## src/rtl/div_pkg.sv

```systemverilog
// Shared types and default widths for the iterative restoring divider.
package div_pkg;
    localparam int DIVIDEND_W = 16;
    localparam int DIVISOR_W  = 8;
    localparam int CNT_W      = $clog2(DIVIDEND_W + 1);

    typedef enum logic [1:0] {
        IDLE = 2'd0,
        BUSY = 2'd1,
        DONE = 2'd2
    } div_state_e;
endpackage

```

## src/rtl/div_step.sv

```systemverilog
// One restoring-division step: shift in the next dividend bit, subtract the divisor if it fits.
module div_step #(
    parameter int DIVISOR_W = 8
) (
    input  logic [DIVISOR_W:0]   p_i,
    input  logic                 bit_i,
    input  logic [DIVISOR_W-1:0] divisor_i,
    output logic [DIVISOR_W:0]   p_o,
    output logic                 q_o
);
    // The incoming remainder is always below the divisor, so its top bit is zero and can be dropped.
    logic [DIVISOR_W:0] shifted_s;
    logic [DIVISOR_W:0] divisor_ext_s;

    assign shifted_s     = {p_i[DIVISOR_W-1:0], bit_i};
    assign divisor_ext_s = {1'b0, divisor_i};

    // Compare and conditionally subtract.
    always_comb begin
        p_o = shifted_s;
        q_o = 1'b0;
        if (shifted_s >= divisor_ext_s) begin
            p_o = shifted_s - divisor_ext_s;
            q_o = 1'b1;
        end else begin
            p_o = shifted_s;
            q_o = 1'b0;
        end
    end
endmodule

```

## src/rtl/sequential_divider.sv

```systemverilog
// Iterative unsigned divider with valid/ready request and result handshakes, one quotient bit per cycle.
module sequential_divider
    import div_pkg::*;
#(
    parameter int DIVIDEND_W = div_pkg::DIVIDEND_W,
    parameter int DIVISOR_W  = div_pkg::DIVISOR_W
) (
    input  logic                  clk,
    input  logic                  rst_n,
    input  logic                  in_valid,
    output logic                  in_ready,
    input  logic [DIVIDEND_W-1:0] in1,
    input  logic [DIVISOR_W-1:0]  in2,
    output logic                  out_valid,
    input  logic                  out_ready,
    output logic [DIVIDEND_W-1:0] quot,
    output logic [DIVISOR_W-1:0]  rem,
    output logic                  dbz
);
    localparam int             LCNT_W   = $clog2(DIVIDEND_W + 1);
    localparam logic [LCNT_W-1:0] CNT_ONE  = LCNT_W'(1);
    localparam logic [LCNT_W-1:0] CNT_LAST = LCNT_W'(DIVIDEND_W - 1);

    div_state_e            state_q;
    logic [LCNT_W-1:0]     count_q;
    logic [DIVIDEND_W-1:0] dvd_q;
    logic [DIVISOR_W-1:0]  div_q;
    logic [DIVISOR_W:0]    p_q;
    logic                  dbz_pend_q;
    logic                  in_ready_q;
    logic                  out_valid_q;
    logic [DIVIDEND_W-1:0] quot_q;
    logic [DIVISOR_W-1:0]  rem_q;
    logic                  dbz_q;

    logic [DIVISOR_W:0]    p_d;
    logic                  quot_bit_d;
    logic [DIVIDEND_W-1:0] dvd_d;

    div_step #(.DIVISOR_W(DIVISOR_W)) u_step (
        .p_i       (p_q),
        .bit_i     (dvd_q[DIVIDEND_W-1]),
        .divisor_i (div_q),
        .p_o       (p_d),
        .q_o       (quot_bit_d)
    );

    // Dividend bits leave at the MSB while quotient bits enter at the LSB of the same register.
    assign dvd_d = {dvd_q[DIVIDEND_W-2:0], quot_bit_d};

    // Control FSM, datapath registers and registered handshake outputs.
    always_ff @(posedge clk or negedge rst_n) begin
        if (!rst_n) begin
            state_q     <= IDLE;
            count_q     <= '0;
            dvd_q       <= '0;
            div_q       <= '0;
            p_q         <= '0;
            dbz_pend_q  <= 1'b0;
            in_ready_q  <= 1'b1;
            out_valid_q <= 1'b0;
            quot_q      <= '0;
            rem_q       <= '0;
            dbz_q       <= 1'b0;
        end else begin
            case (state_q)
                IDLE: begin
                    if (in_valid) begin
                        dvd_q      <= in1;
                        div_q      <= in2;
                        p_q        <= '0;
                        count_q    <= '0;
                        dbz_pend_q <= (in2 == {DIVISOR_W{1'b0}});
                        in_ready_q <= 1'b0;
                        state_q    <= BUSY;
                    end
                end
                // A zero divisor spends a single cycle here so its result appears one cycle after accept.
                BUSY: begin
                    if (dbz_pend_q) begin
                        quot_q      <= '1;
                        rem_q       <= '0;
                        dbz_q       <= 1'b1;
                        out_valid_q <= 1'b1;
                        state_q     <= DONE;
                    end else begin
                        p_q     <= p_d;
                        dvd_q   <= dvd_d;
                        count_q <= count_q + CNT_ONE;
                        if (count_q == CNT_LAST) begin
                            quot_q      <= dvd_d;
                            rem_q       <= p_d[DIVISOR_W-1:0];
                            dbz_q       <= 1'b0;
                            out_valid_q <= 1'b1;
                            state_q     <= DONE;
                        end
                    end
                end
                DONE: begin
                    if (out_ready) begin
                        out_valid_q <= 1'b0;
                        in_ready_q  <= 1'b1;
                        state_q     <= IDLE;
                    end
                end
                default: begin
                    out_valid_q <= 1'b0;
                    in_ready_q  <= 1'b1;
                    state_q     <= IDLE;
                end
            endcase
        end
    end

    assign in_ready  = in_ready_q;
    assign out_valid = out_valid_q;
    assign quot      = quot_q;
    assign rem       = rem_q;
    assign dbz       = dbz_q;
endmodule

```

## config.mk

```make
export PLATFORM = sky130hd
export DESIGN_NAME = sequential_divider
export DESIGN_NICKNAME = d
export VERILOG_FILES = /design/src/rtl/div_pkg.sv /design/src/rtl/div_step.sv /design/src/rtl/sequential_divider.sv
export SDC_FILE = /design/constraint.sdc
export NUM_CORES = 1
export LEC_CHECK = 0
export ABC_AREA = 1
export BUFFER_PORTS_ARGS = -buffer_cell sky130_fd_sc_hd__buf_4
export CAP_MARGIN = 25
export CORE_MARGIN = 1
export CORE_UTILIZATION = 24
export DETAILED_ROUTE_END_ITERATION = 16
export GPL_TIMING_DRIVEN = 0
export SETUP_SLACK_MARGIN = 0.2
export SYNTH_ARGS = -nofsm -noshare
export SYNTH_HDL_FRONTEND = slang
export SYNTH_SLANG_ARGS = --single-unit
```

## constraint.sdc

```tcl
create_clock -name clk -period 2.6 [get_ports clk]
set_clock_uncertainty 0.2 [all_clocks]
set_input_delay 0.52 -clock clk [delete_from_list [all_inputs] [get_ports clk]]
set_output_delay 0.52 -clock clk [all_outputs]
set_load 0.01 [all_outputs]
```

# Word-level counts from Yosys, hierarchy flattened

Cells that the tools add are included.

Register bits after elaboration: 67
Bits of input ports: 28
Output and inout port bits: 27
Word-level logic and storage cells: 62

$add $sub $neg: 2
Magnitude comparators: 1
Equal/unequal tests: 7
Multiplexer cells: 29
Bitwise gates (word level): 2
Reduce and logical (&&, ||, !) cells: 10

Operators by type and width:

| kind                                                            | count |
|---|---|
| 16-bit 2-to-1 mux                                               | 4 |
| 8-bit 2-to-1 mux                                                | 5 |
| 16-bit case mux with 2 select lines                             | 1 |
| 8-bit case mux with 2 select lines                              | 1 |
| 3-bit AND reduction                                             | 4 |
| 5-bit 2-to-1 mux                                                | 2 |
| 5-bit case mux with 2 select lines                              | 1 |
| 9-bit by 8-bit greater-or-equal comparator with 1-bit output    | 1 |
| 8-bit logical NOT                                               | 1 |
| 1-bit 2-to-1 mux                                                | 8 |
| 2-bit 2-to-1 mux                                                | 4 |
| 8-bit subtractor                                                | 1 |
| 2-bit != test, second input constant                            | 3 |
| 1-bit case mux with 3 select lines                              | 2 |
| 2-bit case mux with 3 select lines                              | 1 |
| 5-bit by 1-bit adder with 5-bit output, second input constant   | 1 |
| 5-bit by 4-bit == test with 1-bit output, second input constant | 1 |
| 2-bit AND reduction                                             | 2 |
| 2-bit nonzero test                                              | 2 |
| 3-bit != test, second input constant                            | 1 |
| 2-bit by 1-bit == test with 1-bit output, second input constant | 1 |
| 2-bit == test, second input constant                            | 1 |
| 2-bit logical NOT                                               | 1 |
| 1-bit inverter                                                  | 2 |

# Logic depth before layout (Yosys ltp)

Gate-level depths: netlist of run 1.

Depth in word-level cells: 4
Mapped depth: 12
Gate-level depth less buffers: 12

# Cells and area by module

Synthesis of run 1 repeated with hierarchy kept, for this count alone.

Cell total of the unflattened synthesis: 475
Area total of the unflattened synthesis: 3692.3 um^2

By module, submodules not included:

| module             | times used | cells an instance | area each (um^2) | seq. area each (um^2) |
|---|---|---|---|---|
| sequential_divider | 1          | 342               | 2995.4           | 1702.9 |
| div_step           | 1          | 133               | 696.9            | 0.0 |

# Least setup slack after synthesis of run 1

OpenSTA, ideal clock, no wires.

Kind: flip-flop to flip-flop
Start: register count_q[0]
End: register out_valid_q (netlist: out_valid)
Setup time: 0.123 ns
Arrival time: 1.487 ns
Required time: 2.277 ns
Setup slack: 0.790 ns
Cell stages (with the launch flop): 10
Buffers on the path: 1
Clock period less this slack: 1.810 ns
Cells stage by stage: dfrtp_1 > ha_1 > inv_1 > nor3_1 > ha_1 > nor2_2 > nor2_4 > inv_1 > buf_2 > nand2_1

Cells in the longest elaborated chain, start to end: 3

RTL lines:

| what                                     | line                      | RTL |
|---|---|---|
| from (decl)                              | sequential_divider.sv:25  | `logic [LCNT_W-1:0] count_q;` |
| from (signal assigned)                   | sequential_divider.sv:89  | `count_q <= count_q + CNT_ONE;` |
| 5-bit by 4-bit == test with 1-bit output | sequential_divider.sv:90  | `if (count_q == CNT_LAST) begin` |
| 3-bit != test (no source line)           | n/a                       |  |
| 3-bit AND reduction (no source line)     | n/a                       |  |
| to (signal assigned)                     | sequential_divider.sv:94  | `out_valid_q <= 1'b1;` |
| to (signal assigned)                     | sequential_divider.sv:101 | `out_valid_q <= 1'b0;` |
| to (signal assigned)                     | sequential_divider.sv:107 | `out_valid_q <= 1'b0;` |
| to (decl)                                | sequential_divider.sv:31  | `logic out_valid_q;` |

Every way passes these cells.
A chain may end at the register's enable or synchronous reset.

# Worst setup path in the final report of run 1

Start: register count_q[0]
End: register rem_q[4] (netlist: rem[4])

Cells in the longest elaborated chain, start to end: 3

RTL lines:

| what                                     | line                     | RTL |
|---|---|---|
| 5-bit by 4-bit == test with 1-bit output | sequential_divider.sv:90 |  |
| 2-bit nonzero test (no source line)      | n/a                      |  |
| 2-bit AND reduction (no source line)     | n/a                      |  |
| to (signal assigned)                     | sequential_divider.sv:92 | `rem_q <= p_d[DIVISOR_W-1:0];` |
| to (decl)                                | sequential_divider.sv:33 | `logic [DIVISOR_W-1:0] rem_q;` |

Every way passes these cells.

==> results of run 1 <==
==> report_power, final <==
part | total, mW | internal (mW) | switching, mW
combinational | 3.43 | 1.42 | 2.02
sequential | 1.88 | 1.58 | 0.300
clock | 1.30 | 0.841 | 0.461
==> metal layers <==
metal  GRT usage  up-vias  wire length, µm
met5           0        -                0
met4     0.04090        0               75
met3     0.03371        6              287
met2      0.1946       48             3967
met1      0.1545     1333             3876
li1            -     1407                -
==> through the flow <==
step | setup slack, ps | cells | hold slack, ps | util | total power [mW]
after global routing | 297.0 | 648 | 188.2 | 0.3152 | 7.223
final | 474.0 | 648 | 91.77 | 0.3152 | 6.611
after global placement | 532.3 | 632 | 274.6 | 0.2924 | 5.275
after detailed placement | 498.4 | 632 | 268.6 | 0.2924 | 5.350
after floorplan | 789.8 | 398 | 24.41 | - | 4.373
after CTS | 465.2 | 648 | 134.0 | 0.3152 | 6.693
==> critical path, stage by stage (launching register included) <==
cell	delay, ps
dfrtp_1	430
ha_1	200
inv_1	60
nor3_1	170
ha_1	200
nor2_2	70
nor2_4	240
inv_1	90
buf_2	210
nand2_1	80
nand2_1	50
==> cell usage in the layout, fill, tap and decap left out, drive strengths merged, types with 6 or more instances in the layout <==
cell type,instances
a21oi,22
buf,67
clkbuf,11
dfrtp,66
ha,10
inv,62
nand2,101
nand3,32
nor2,31
nor3,6
o211ai,12
o21ai,29
==> final cells by class <==
class / count / area (µm²)
sequential: 67 / 1678
buffer: 14 / 95.09
inverter: 61 / 231.5
multi-input combinational: 256 / 1439
clock buffer: 10 / 229.0
timing repair buffer: 54 / 405.4
tap: 180 / 225.2
clock inverter: 6 / 88.84
fill: 1457 / 9543
==> cells by family (layout without fill, tap and decap cells) <==
kind of cell,Yosys count,after routing
AO/OA/AOI/OAI,69,69
XOR/XNOR,3,3
adder cells (fa/ha/maj),11,11
buffers and inverters,75,145
flip-flops,67,67
multiplexers,1,1
AND/OR/NAND/NOR,172,172
==> registers in the layout (all words and copies together) (netlist names) <==
register	cells
dvd_q	16
quot	16
div_q	8
p_q	8
rem	8
count_q	5
state_q	2
dbz	1
dbz_pend_q	1
in_ready	1
out_valid	1
==> worst paths after layout <==
| check | endpoint | cells after the start | slack, ps |
|---|---|---|---|
| min reg2reg | rem[3]$_DFFE_PN0P_ | 2 | 280 |
| max reg2reg | rem[4]$_DFFE_PN0P_ | 10 | 470 |
| max | rem[4]$_DFFE_PN0P_ | 10 | 470 |
| min in group clk | dvd_q[3]$_DFFE_PN0P_ | 3 | 220 |
| max in group asynchronous | quot[10]$_DFFE_PN0P_ | 1 | 1500 |
| min | div_q[6]$_DFFE_PN0P_ | 1 | 90 |
==> results.md, run 1 <==
* Status: finished clean
* CTS H-Tree Depth at 3
* Cells after synthesis at ~400
* Crit path time final at around 2100 ps
* Die W at 121.8 µm
* Most used flip-flop cell after synthesis: dfrtp_1
* Final Setup Violations at 0
* Gp weighted congestion at between 0.8 and 0.9
* Clk Latency, worst-skew pair at 330 ps
* Simple-gate portion of the synthesized area at 0.2362
* Clk sink count at 67
* CTS tree: yes
* Synth Area in Compound Gates at 0.1254
* Leak at about 2.2 nW
* Critical path type: reg -> reg
* Setup crit start: count_q[0]$_DFFE_PN0P_
* CP Data Required Time at ~2600 ps
* Root Driver: clkbuf_16
* Detailed Routing Iterations Pass 1 at 5
* Detailed Place HPWL at between 6000 and 7000 µm
* Dominant cells by area after synthesis: dfrtp_1, nand2_1, inv_1
* Net count after synthesis at between 400 and 500
* Cell Pwr Density at around 1500 mW/mm²
* Die ar. at around 0.015 mm²
* EDFF count, synth at 0
* Routed wire per std cell at 12.66 µm
* Clock Tree Buf Depth at 2
* Clock-pin slew on the worst setup and hold paths at about 60 ps
* Adder-cell share of the synthesized area at 0.04215
* IO Count at 55
* Largest net degree at the start of global routing at 68
* Global-route usage over all layers at 0.1207
* Slew headroom at 0.4063
* Post-route DRC at 0
* # resized after CTS at 0
* FF-to-FF Start: count_q[0]$_DFFE_PN0P_
* HP Class: in -> async
* Fin crit share at 0.8177
* Async SR Flop Fraction at 1.000
* CP arrival at around 2100 ps
* Drt first-iter violations at 158
* Post-CTS setup buffer count at 0
* DRT Wirelength at approximately 8200 µm
* CP startpoint kind: flop
* Initial core utilization at 0.2471
* Fmax at ~470 MHz
* Main combinational cell family by area after synthesis: simple AND/OR/NAND/NOR gates
* Share of layout cells above drive strength 1 at 0.2564
* Area Growth Syn to Fin at 27.54%
* DRT antenna net count at 0
* Unrepaired setup endpoints after global routing: false
* Hold Fails Final Rpt at 0
* Cell Rows at 43
* Max VDD drop at 0.4686 mV
* Vias in the first global route at 2,827
* Core area at ~0.014 mm²
* Yosys cell types at 35
* Cell area after layout at between 0.004 and 0.005 mm²
* Placed cell area at 0.004074 mm²
* Setup TNS Final at 0 ps
* Mux cell area share after synthesis at 0.006541
* Global-route wire length before repair at 13,700 µm
* Crit-path max FO at 10
* Top post-synthesis cells by count: nand2_1, dfrtp_1, inv_1
* Post-synth top area share at 0.4797
* Antenna cells at 0
* Vias at about 2,800
* Register area share after synthesis at 0.4873
* Port Buf Inserts at 54
* Worst Max-Slew Pin Slew at around 890 ps
* Synth warnings at 0
* Hold Buf Count CTS at 0
* Max-Cap Viols at 0
* Syn_area_per_cell at about 8.7 µm²
* CP endpoint kind: flop
* Post-synth design cell area at around 0.0034 mm²
* Most common cell in the netlist: nand2_1
* Initial antenna violation count at 0
* Gr ovfl total at 0
* Vias per cell at between 4 and 5
* Fin. max-slew vios at 0
* Synth Area in XOR/XNOR at 0.007631
* Final layout net count at between 500 and 600
* CTS Buf Count at 9
* Seq cells post-synth at 67
* Yosys top cell by area: dfrtp_1
* DIE HEIGHT at about 120 µm
No activity file was read; power rests on OpenSTA's default activity.
==> inputs of run 2 (changes only) <==
ABC_AREA = 0   (was 1)
clock period = 2.2 ns   (was 2.6 ns; I/O delays follow)
==> run 2 against run 1 <==
Compared with the run above:
- register-to-register slack got worse by 720 ps
- via count fell by 9.8%
- combinational power rose by 25%
- first-iteration DRC count fell by 47%
- critical endpoint is now rem[6]$_DFFE_PN0P_
- the run now ends with negative setup slack left
==> results.md, run 2 <==
* Routed wire per std cell at roughly 15 µm
* Global-route usage over all layers at 0.1306
* Die ar. at around 0.014 mm²
* Setup TNS Final at -1709 ps
* Hold slack at ~15 ps
* Critical path type: reg -> reg
* Net count after synthesis at around 330
* Setup slack at placement at -292.2 ps
* Gp weighted congestion at 0.7636
* DIE HEIGHT at roughly 120 µm
* Most common cell in the netlist: dfrtp_1
* Cell area after layout at 0.004360 mm²
* Most used flip-flop cell after synthesis: dfrtp_1
* Worst Max-Slew Pin Slew at slightly below 900 ps
* Status: complete, but fails checks
* Vias in the first global route at 2,552
* Dominant cells by area after synthesis: dfrtp_1, o21ai_0, nand2_1
* Detailed Place HPWL at roughly 5700 µm
* Non-Filler Instances at between 500 and 600
* Leak at 1.924 nW
* Largest net degree at the start of global routing at just under 70
* Gr ovfl total at 0
* Clk sink count at 67
* Post-synth design cell area at 0.003133 mm²
* Fin. max-slew vios at 0
* Synth warnings at 0
* Final Setup Violations at 14
* Switching share of power at 0.3852
* Seq cells post-synth at 67
* Internal power at around 5.0 mW
* Placed cells at 517
* Antenna cells at 0
* DRT Wirelength at roughly 8300 µm
* Detailed Routing Iterations Pass 1 at 4
* Cell Rows at between 40 and 50
* Max-Cap Viols at 0
* Unrepaired setup endpoints after global routing: true
* Top post-synthesis cells by count: dfrtp_1, nand2_1, o21ai_0
* Clock group share of total power at 0.194
* CP startpoint kind: flop
* Initial antenna violation count at 0
* Hold Fails Final Rpt at 0
* Most frequent cells in the layout: dfrtp_1, buf_4, nand2_1
* Logic pwr share at 0.529
* Crit path time final at roughly 2400 ps
* CTS H-Tree Depth at 3
* Placed cell area at approximately 0.0038 mm²
* Crit-path max FO at 2
* CP endpoint kind: flop
* Drt first-iter violations at 83
* HP Class: in -> async
* DRT antenna net count at 0
* Register area share after synthesis at 0.5355
* IO Count at 55
* Clk Latency, worst-skew pair at around 330 ps
* Yosys top cell by area: dfrtp_1
* CP Data Required Time at 2210 ps
* Failing checks: negative setup slack
* Initial core utilization at 0.2473
* CTS Buf Count at 9
* Area Growth Syn to Fin at 39.18%
* Final layout net count at ~410
* Clock Tree Buf Depth at 2
* Post-route DRC at 0
* Fmax at approximately 410 MHz
* Die W at 116.3 µm
* Root Driver: clkbuf_16
* P_sw at 3.120 mW
* Cells after synthesis at 290
* Share of layout cells above drive strength 1 at 0.3369
* CTS tree: yes
* Cell Pwr Density at around 1900 mW/mm²
* Worst Setup Slack, final at -247.4 ps
* CP arrival at approximately 2500 ps
* Slew headroom at 0.4170
* Final core occ at 0.3441
* EDFF count, synth at 0
* Fin crit share at 1.112
* Max VDD drop at between 0.5 and 0.6 mV
* Reg power frac at 0.277
* Final Total Pwr at between 8 and 9 mW
* Vias at between 2,000 and 3,000
* Post-synth top area share at 0.5272
* Async SR Flop Fraction at 1.000
* Most common cell after layout, fill and taps aside: dfrtp_1
* Clock-pin slew on the worst setup and hold paths at 60 ps
* Port Buf Inserts at 54
* Syn_area_per_cell at 10.80 µm²
* Yosys cell types at 45
* Vias per cell at roughly 4.6
* Global-route wire length before repair at around 13,000 µm
* Core area at about 0.013 mm²
## run 2: path summary, 6_finish.rpt
| path | slack, ps | start | endpoint | cells past startpoint |
|---|---|---|---|---|
| min in group clk | 130 | in2[7] | div_q[7]$_DFFE_PN0P_ | 3 |
| worst max-delay path | -250 | dvd_q[15]$_DFFE_PN0P_ | rem[6]$_DFFE_PN0P_ | 10 |
| worst min register to register | 290 | rem[2]$_DFFE_PN0P_ | rem[2]$_DFFE_PN0P_ | 2 |
| max in group asynchronous | 1160 | rst_n | p_q[0]$_DFFE_PN0P_ | 1 |
| worst max register to register | -250 | dvd_q[15]$_DFFE_PN0P_ | rem[6]$_DFFE_PN0P_ | 10 |
| worst min-delay path | 20 | rst_n | div_q[4]$_DFFE_PN0P_ | 1 |
## run 2: critical path, stage by stage (launching register included)
cell and delay, ps:
dfrtp_1 400, inv_2 100, ha_4 160, inv_2 40, fa_2 370, a211oi_4 230
o21bai_1 100, a21oi_1 170, xnor2_1 90, mux2_4 270, a22o_1 210
## run 2: per-layer routing
metal	routed length [µm]	up-vias	track usage
met5	0	-	0
met4	246	0	0.07265
met3	456	20	0.03373
met2	3942	63	0.2036
met1	3659	1243	0.1648
li1	-	1194	-
## run 2: cell families after synthesis
logic type / synth area share
flops: 0.5355
fa+ha+maj: 0.04633
xor+xnor: 0.01398
mux: 0.05631
compound gates: 0.2065
simple gates: 0.1070
buf+inv: 0.03434
## run 2: power by group through the flow
stage,Combinational (mW),Clock (mW),Sequential (mW)
floorplan,2.38,0,2.25
global placement,3.39,0,2.24
detailed placement,3.46,0,2.25
CTS,4.06,1.59,2.25
global route,4.67,1.66,2.33
finish,4.29,1.57,2.24
## run 2: layout make-up
cell class | instances | area, µm²
plain buffers | 13 | 96.34
clock buffers | 11 | 242.7
clock inverters | 5 | 83.83
fillers | 1273 | 8310
inverters | 12 | 45.04
multi-input cells | 198 | 1501
flip-flops and latches | 67 | 1679
well taps | 172 | 215.2
repair buffers | 65 | 496.7
## run 2: timing repair
| item | 4_1_cts | 5_1_grt |
|---|---|---|
| setup buffers | 9 | 1 |
| gates resized for setup | 31 | 16 |
| hold buffers | 0 | 0 |
| pin swaps | 11 | 7 |
| endpoints found under the setup margin | 51 | 43 |
==> inputs of run 3 (changes only) <==
CELL_PAD_IN_SITES_DETAIL_PLACEMENT = 1   (was unset)
CELL_PAD_IN_SITES_GLOBAL_PLACEMENT = 1   (was unset)
PLACE_DENSITY_LB_ADDON = 0.12   (was unset)
==> run 3 against run 2 <==
Compared with the run above:
- clock power down 19%
- critical endpoint unchanged
- the run still ends with negative setup slack left
- flip-flop and latch count unchanged
- die area unchanged
- first-iteration DRC count up 2.4%
- critical path depth unchanged
==> results.md, run 3 (synthesis results as in run 2) <==
* Status: complete, but fails checks
* Failing checks: negative setup slack
* Delay-heaviest family, CP: compound AO/OA/AOI/OAI gates
* Max-Cap Viols at 0
* IO Count at 55
* Largest net degree at the start of global routing at between 60 and 70
* Gr ovfl total at 0
* Non-Filler Instances at 550
* Setup TNS Final at -2136 ps
* Final layout net count at between 400 and 500
* CTS tree: yes
* Critical path type: reg -> reg
* Clock Tree Buf Depth at 2
* Slew headroom at 0.3989
* Vias in the first global route at 2,577
* Max VDD drop at ~0.58 mV
* Fin crit share at 1.108
* Detailed Place HPWL at 6260 µm
* FF-to-FF Start: dvd_q[15]$_DFFE_PN0P_
* Highest-delay cell along the critical path: dfrtp_1
* Initial antenna violation count at 0
* CTS Buf Count at 9
* Hold slack at about 48 ps
* Post-route DRC at 0
* Clock-pin slew on the worst setup and hold paths at roughly 50 ps
* Cell area after layout at 0.004409 mm²
* Clk sink count at 67
* DRT Wirelength at about 9400 µm
* Fillers at about 1,400
* Vias at 2,499
* Fin. max-slew vios at 0
* Initial core utilization at 0.2473
* Share of layout cells above drive strength 1 at 0.3598
* Crit-path cells: inv_2 -> ha_4 -> inv_2 -> fa_2 -> a211oi_4 -> o21bai_1 -> a21oi_1 -> xnor2_1 -> mux2_4 -> a22o_1
* Antenna cells at 0
* CP endpoint kind: flop
* Crit path time final at approximately 2400 ps
* Worst Setup Slack, final at -237.1 ps
* Most frequent CP cell: inv_2
* HP Class: in -> async
* Gp weighted congestion at slightly above 0.7
* Routed wire per std cell at roughly 17 µm
* Port Buf Inserts at 54
* Final core occ at 0.3480
* Worst Path Buf+Inv at 2
* Core area at around 0.013 mm²
* Detailed Routing Iterations Pass 1 at 4
* Clk Latency, worst-skew pair at 330 ps
* CP arrival at roughly 2500 ps
* DIE HEIGHT at between 100 and 150 µm
* Worst Max-Slew Pin Slew at 901.6 ps
* Die W at 116.3 µm
* DRT antenna net count at 0
* Global-route usage over all layers at 0.1481
* Most common cell after layout, fill and taps aside: buf_4
* Unrepaired setup endpoints after global routing: true
* Worst stage delay on the critical path at 400 ps
* Die ar. at ~0.014 mm²
* Leak at ~1.9 nW
* Cell Pwr Density at approximately 1800 mW/mm²
* Placed cell area at ~0.0038 mm²
* Area Growth Syn to Fin at 40.73%
* Vias per cell at approximately 4.5
* Crit-path max FO at 2
* Most frequent cells in the layout: buf_4, dfrtp_1, nand2_1
* Setup crit start: dvd_q[15]$_DFFE_PN0P_
* Hold Fails Final Rpt at 0
* Fmax at a little over 400 MHz
* Global-route wire length before repair at 14,660 µm
* CP Data Required Time at 2210 ps
* CTS H-Tree Depth at 3
* Hold Buf Count CTS at 0
* Final Setup Violations at 18
* Drt first-iter violations at 85
* Cell Rows at 41
* Placed cells at about 520
* CP startpoint kind: flop
* Root Driver: clkbuf_16
[run 3: cell count changes in the layout (fill, tap and decap cells not counted), sizes merged]
cell / before / now
bufinv: 2 / 0
clkbuf: 19 / 22
inv: 13 / 12
buf: 70 / 79
clkinvlp: 2 / 0
[run 3: final cells by class]
| class | count | area, µm² | share of cell area |
|---|---|---|---|
| Tap cell | 172 | 215.2 | 0.04881 |
| Clock buffer | 14 | 244.0 | 0.05533 |
| Inverter | 12 | 45.04 | 0.01022 |
| Timing Repair Buffer | 74 | 575.6 | 0.1305 |
| Buffer | 13 | 106.4 | 0.02412 |
| Sequential cell | 67 | 1680 | 0.3811 |
| Multi-Input combinational cell | 198 | 1543 | 0.3499 |
[run 3: metal layers]
metal | track usage | up-vias | wire length, µm | part of all wire
li1 | - | 1208 | - | -
met1 | 0.2156 | 1240 | 4866 | 0.52
met2 | 0.2166 | 42 | 4117 | 0.44
met3 | 0.03321 | 9 | 282 | 0.030
met4 | 0.04615 | 0 | 112 | 0.012
met5 | 0 | - | 0 | 0
[run 3: worst register-to-register path: cells and delay by family (launching register included)]
kind,cells,cell delay [ps]
buffers and inverters,2,110
xor gates and xnor gates,1,100
AOI/OAI and AO/OA,4,740
muxes,1,270
adders and majority gates,2,490
DFF,1,400
[run 3: final timing paths]
| check | to | cells after the start | slack [ps] |
|---|---|---|---|
| worst max-delay path | rem[6]$_DFFE_PN0P_ | 10 | -240 |
| worst min-delay path | quot[6]$_DFFE_PN0P_ | 1 | 50 |
| worst max register to register | rem[6]$_DFFE_PN0P_ | 10 | -240 |
| worst min register to register | count_q[4]$_DFFE_PN0P_ | 2 | 270 |
| max in group asynchronous | state_q[0]$_DFFE_PN0P_ | 1 | 1120 |
| min in group clk | div_q[3]$_DFFE_PN0P_ | 3 | 120 |
[run 3: report_power, final]
part / internal (mW) / total [mW] / switching (mW)
Combinational: 2.34 / 4.63 / 2.28
Sequential: 1.83 / 2.25 / 0.416
Clock: 0.753 / 1.27 / 0.513
Total: 4.93 / 8.14 / 3.21
[run 3: metrics by stage]
stage,total power [mW],setup WS (ps)
after floorplan,4.628,-126.9
after global placement,5.778,-597.4
after detailed placement,5.830,-328.8
after CTS,7.808,-259.9
after global routing,8.745,-338.7
final,8.142,-237.1
[run 3: what timing repair did]
item	in CTS	in global routing
setup buffers	13	6
pin swaps	10	10
endpoints found under the setup margin	54	44
resized for setup	35	23
